==> config.mk <==
export PLATFORM = sky130hd
export DESIGN_NAME = alu_arbiter
export DESIGN_NICKNAME = d
export VERILOG_FILES = /design/src/rtl/alu_arbiter.sv
export SDC_FILE = /design/constraint.sdc
export NUM_CORES = 1
export LEC_CHECK = 0
export CAP_MARGIN = 10
export CORE_UTILIZATION = 35
export DETAILED_ROUTE_END_ITERATION = 8
export HOLD_SLACK_MARGIN = 0.12
export PLACE_DENSITY = 0.71
export SYNTH_ARGS = -nofsm -noshare
export SYNTH_HDL_FRONTEND = slang
export SYNTH_SLANG_ARGS = --single-unit
==> constraint.sdc <==
create_clock -name clk -period 4.1 [get_ports clk]
set_clock_uncertainty 0.05 [all_clocks]
set_input_delay 1.23 -clock clk [delete_from_list [all_inputs] [get_ports clk]]
set_output_delay 1.23 -clock clk [all_outputs]
set_load 0.005 [all_outputs]
==> src/rtl/alu_arbiter.sv <==
// alu_arbiter: shares one registered-output ALU between two requesters.
// One operation is in flight at a time. The accepted operands are held in
// registers, presented to the ALU for two cycles, and the result is returned
// as a tagged response that stays put until the consumer takes it.
module alu_arbiter #(
  parameter int WIDTH = 32,
  parameter int FAIR  = 1
) (
  input  logic             clk,
  input  logic             rst,
  input  logic             req0_valid,
  output logic             req0_ready,
  input  logic [3:0]       req0_op,
  input  logic [WIDTH-1:0] req0_a,
  input  logic [WIDTH-1:0] req0_b,
  input  logic             req1_valid,
  output logic             req1_ready,
  input  logic [3:0]       req1_op,
  input  logic [WIDTH-1:0] req1_a,
  input  logic [WIDTH-1:0] req1_b,
  output logic             resp_valid,
  input  logic             resp_ready,
  output logic             resp_id,
  output logic [WIDTH-1:0] resp_data,
  output logic             resp_zero,
  output logic             resp_err,
  output logic [WIDTH-1:0] alu_a,
  output logic [WIDTH-1:0] alu_b,
  output logic [3:0]       alu_ctrl,
  input  logic [WIDTH-1:0] alu_result,
  input  logic             alu_zero,
  output logic             busy
);

  typedef enum logic [1:0] {
    IDLE = 2'd0,
    EXEC = 2'd1,
    CAPT = 2'd2,
    RESP = 2'd3
  } state_t;

  localparam logic [3:0] OP_AND = 4'b0000;
  localparam logic [3:0] OP_OR  = 4'b0001;
  localparam logic [3:0] OP_ADD = 4'b0010;
  localparam logic [3:0] OP_SUB = 4'b0110;
  localparam logic [3:0] OP_SLT = 4'b0111;

  state_t           state;
  state_t           next_state;
  logic             last_grant;
  logic             grant;
  logic             any_valid;
  logic             accept;
  logic [3:0]       sel_op;
  logic [WIDTH-1:0] sel_a;
  logic [WIDTH-1:0] sel_b;
  logic             sel_legal;
  logic [3:0]       op_q;
  logic [WIDTH-1:0] a_q;
  logic [WIDTH-1:0] b_q;
  logic             id_q;
  logic [WIDTH-1:0] data_q;
  logic             zero_q;
  logic             err_q;

  function automatic logic is_legal(input logic [3:0] op);
    case (op)
      OP_AND, OP_OR, OP_ADD, OP_SUB, OP_SLT: is_legal = 1'b1;
      default:                               is_legal = 1'b0;
    endcase
  endfunction

  // Pick a requester from the valids: a lone valid wins, a tie goes to the
  // one not served last (round-robin) or to requester 0 (fixed priority).
  always_comb begin
    grant     = 1'b0;
    any_valid = req0_valid | req1_valid;
    if (req0_valid && req1_valid) begin
      grant = (FAIR != 0) ? ~last_grant : 1'b0;
    end else if (req1_valid) begin
      grant = 1'b1;
    end
    sel_op    = grant ? req1_op : req0_op;
    sel_a     = grant ? req1_a  : req0_a;
    sel_b     = grant ? req1_b  : req0_b;
    sel_legal = is_legal(sel_op);
  end

  // Next-state and per-state outputs; the ALU only sees real operands in
  // EXEC and CAPT, otherwise an AND of zeros that cannot disturb alu_zero.
  always_comb begin
    next_state = state;
    accept     = 1'b0;
    req0_ready = 1'b0;
    req1_ready = 1'b0;
    alu_a      = '0;
    alu_b      = '0;
    alu_ctrl   = OP_AND;
    case (state)
      IDLE: begin
        if (any_valid) begin
          accept     = 1'b1;
          req0_ready = ~grant;
          req1_ready = grant;
          next_state = sel_legal ? EXEC : RESP;
        end
      end
      EXEC: begin
        alu_a      = a_q;
        alu_b      = b_q;
        alu_ctrl   = op_q;
        next_state = CAPT;
      end
      CAPT: begin
        alu_a      = a_q;
        alu_b      = b_q;
        alu_ctrl   = op_q;
        next_state = RESP;
      end
      RESP: begin
        if (resp_ready) begin
          next_state = IDLE;
        end
      end
      default: next_state = IDLE;
    endcase
  end

  // State register plus the operand, response and fairness registers; a reset
  // anywhere drops the in-flight operation without producing a response.
  always_ff @(posedge clk) begin
    if (rst) begin
      state      <= IDLE;
      last_grant <= 1'b1;
      op_q       <= '0;
      a_q        <= '0;
      b_q        <= '0;
      id_q       <= 1'b0;
      data_q     <= '0;
      zero_q     <= 1'b0;
      err_q      <= 1'b0;
    end else begin
      state <= next_state;
      if (accept) begin
        op_q       <= sel_op;
        a_q        <= sel_a;
        b_q        <= sel_b;
        id_q       <= grant;
        last_grant <= grant;
        data_q     <= '0;
        zero_q     <= 1'b0;
        err_q      <= ~sel_legal;
      end
      if (state == CAPT) begin
        data_q <= alu_result;
        zero_q <= (op_q == OP_SUB) ? alu_zero : 1'b0;
      end
      if (state == RESP && resp_ready) begin
        data_q <= '0;
        zero_q <= 1'b0;
        err_q  <= 1'b0;
        id_q   <= 1'b0;
      end
    end
  end

  // Response port is a straight view of the held response registers.
  always_comb begin
    resp_valid = (state == RESP);
    resp_id    = id_q;
    resp_data  = data_q;
    resp_zero  = zero_q;
    resp_err   = err_q;
    busy       = (state != IDLE);
  end

endmodule

==> results by group, run 1 <==
STA
  • Fin. Hold Viols: 0
  • F_max: 257.2 MHz
  • Pins Over Slew Limit: 0
  • Final setup vio count: 0
  • Setup_tns: 0 ps
  • Worst Tran Pin Value: 992.6 ps
  • Post-layout min period: 3889 ps
  • Final hold slack: 412.7 ps
  • Share of the clock period used by the worst path: 94.85%
  • Rel. slew slack: 33.83%
  • Unrepaired setup endpoints after global routing: false
  • Final worst slack: 211.3 ps

Synthesis
  • Yosys reg bits: 106
  • Cell Area, Synth: 4989 um^2
  • Syn Nets: 822
  • Seq/Total Area, Yosys: 42.54%
  • Synth Warn #: 0
  • Post-Syn Area per Cell: 7.734 um^2
  • Netlist cell types: 30
  • Gate count after technology mapping: 645

Floorplanning
  • Die height: 121.4 um
  • FP Rows: 43
  • Starting Density: 35.94%
  • Core area: 13,880 um^2
  • Die Wd: 121.4 um
  • Die area: 14,730 um^2
  • # IOs: 281

Clocking
  • CTS Buf Count: 9
  • Cts-stage hold buffer count: 0
  • Clk root buf: clkbuf_16
  • CTS tree: done
  • Worst-Skew Late Latency: 340 ps
  • Clock Path Buffers: 2
  • TritonCTS Sinks: 106
  • Postcts setup bufs: 0
  • H-tree levels: 3
  • CTS clock-pin slew for the worst setup and hold paths: 70 ps
  • CTS resizes: 0

Layout
  • Final Util: 59.28%
  • Non-filler instance count after layout: 1,072
  • Commonest cells after routing, fill and taps aside: clkdlybuf4s50_1 (279), nand2_1 (146), dfxtp_1 (106), and2_1 (68), nand3_1 (54)
  • Area Growth Syn to Fin: 64.94%
  • Final #Nets: 1,064
  • Diode count: 0
  • Most common cell after layout, fill and taps aside: clkdlybuf4s50_1
  • Share of cells above drive strength 1: 4.260%
  • Final Cell Area: 8228 um^2

Routing
  • Met3 wire len: 1570 um
  • Remaining DRCs: 0
  • Drt via density: 5.177
  • Final WL: 17,180 um
  • Met2 WL post-DR: 8412 um
  • Antenna Nets Post-Route: 0
  • WL/cell: 16.02 um
  • Metal1 wirelength: 6657 um
  • Vias: 5,550
  • Drt pass-1 iters: 7
  • Highest Signal Layer: met4
  • Initial drt markers: 280

Power and ir drop
  • Lkg Pwr: 2.997 nW
  • Maximum VDD drop: 247.5 uV
  • Pwr Density: 575.7 nW/um^2
  • Design Power: 4.737 mW

Global route
  • First-pass GRT wire length: 26,630 um
  • Pin count of the biggest net entering global routing: 68
  • Vias in the first global route: 5,433
  • Initial antenna violation count: 0
  • Total track usage: 23.17%
  • Grt ovf: 0

Placed design
  • GPL Wtd Cong: 0.8349
  • Setup WS pre-CTS: 208.6 ps
  • Placed Cells: 1,056
  • DP HPWL: 12,260 um
  • I/O Buffers: 280
  • Placed cell areas: 7889 um^2

Critical path
  • Delay of the slowest critical-path stage: 490 ps
  • CP Max Fanout: 4
  • Most used cell, CP: clkdlybuf4s50_1
  • WS Path Type: in -> out
  • Crit path DAT: 2610 ps
  • Worst EP required: 2820 ps
  • Crit-path cells: clkdlybuf4s50_1 -> a21boi_4 -> nand2_1 -> inv_1 -> clkdlybuf4s50_1
  • Critical Path Sink Type: primary output
  • Critical Path Start Type: input port
  • CP max stage cell: clkdlybuf4s50_1

Run status
  • Outcome: complete, no violations

Job
  • Max_cap viols: 0

Min path
  • Worst hold path class: reg -> reg
-- worst max-delay path, delay by kind of cell --
| kind | cells | cell delay [ps] |
|---|---|---|
| AND/OR/NAND/NOR | 1 | 120 |
| buffers and inverters | 3 | 1050 |
| AO/OA/AOI/OAI | 1 | 210 |
-- path summary, 6_finish.rpt --
kind	start	end	slack, ps	cells past startpoint
worst max register to register	state[0]	b_q[31]	1740	7
worst min-delay path	b_q[11]	b_q[11]	410	2
worst min register to register	b_q[11]	b_q[11]	410	2
worst max-delay path	req1_valid	req1_ready	210	5
-- report_power, final --
group / internal (mW) / switching (mW)
Combinational: 1.13 / 1.16
Clock: 0.584 / 0.382
Sequential: 1.33 / 0.146
-- state kept, by name, summed over array words and instances, names as in the netlist --
register and cells:
last_grant 1, resp_data 32, resp_id 1, b_q 32, resp_zero 1, a_q 32
state 2, op_q 4, resp_err 1
-- per-layer routing --
| metal | vias to the layer above | track usage (%) |
|---|---|---|
| met1 | 2585 | 25.31 |
| met4 | 0 | 10.57 |
| met2 | 239 | 40.87 |
| li1 | 2694 | - |
| met5 | - | 0 |
| met3 | 32 | 6.908 |
-- Yosys cell counts --
cell	number	area, um^2
or3b_1	1	8.760
and3_1	1	6.260
a21oi_1	36	180.2
nand2b_1	2	12.51
o311ai_0	1	8.760
dfxtp_1	106	2122
a311oi_1	41	359.1
nor2b_1	2	12.51
nor2_1	43	161.4
a221oi_1	1	8.760
nand2_1	146	548.0
a21bo_1	1	10.01
o21ai_2	1	8.760
clkbuf_1	34	127.6
buf_4	3	22.52
nand4_1	1	6.260
buf_2	26	130.1
nand3_1	54	270.3
o311ai_1	2	17.52
nor3b_1	1	7.510
a21o_1	1	7.510
a31oi_1	28	175.2
inv_1	4	15.01
o21a_1	1	7.510
a21boi_2	1	11.26
and3b_1	2	17.52
a311oi_2	1	15.01
nand3b_1	33	247.7
ha_1	3	37.54
and2_1	68	425.4
-- logic make-up (layout without fill, tap and decap cells) --
group / after synthesis / count (layout) / synth area share, %
buffers and inverters: 67 / 314 / 5.919
and+or+nand+nor: 354 / 354 / 34.56
adders and majority gates: 3 / 3 / 0.7525
DFF: 106 / 106 / 42.54
AOI/OAI and AO/OA: 115 / 115 / 16.23
-- area by class of cell --
class,instances,area (um^2)
flip-flops and latches,106,2122
clock inverters,4,72.57
repair buffers,294,2928
clock buffers,12,266.5
fillers,1234,5653
inverters,4,15.01
multi-input cells,472,2599
well taps,180,225.2
No activity file was read; power rests on OpenSTA's default activity.
==> inputs of run 2 (changes only) <==
CTS_BUF_LIST = sky130_fd_sc_hd__clkbuf_8 sky130_fd_sc_hd__clkbuf_16   (was default)
==> results of run 2 <==
Same layout as run 1: the final DEF is identical, and so are final timing and power.
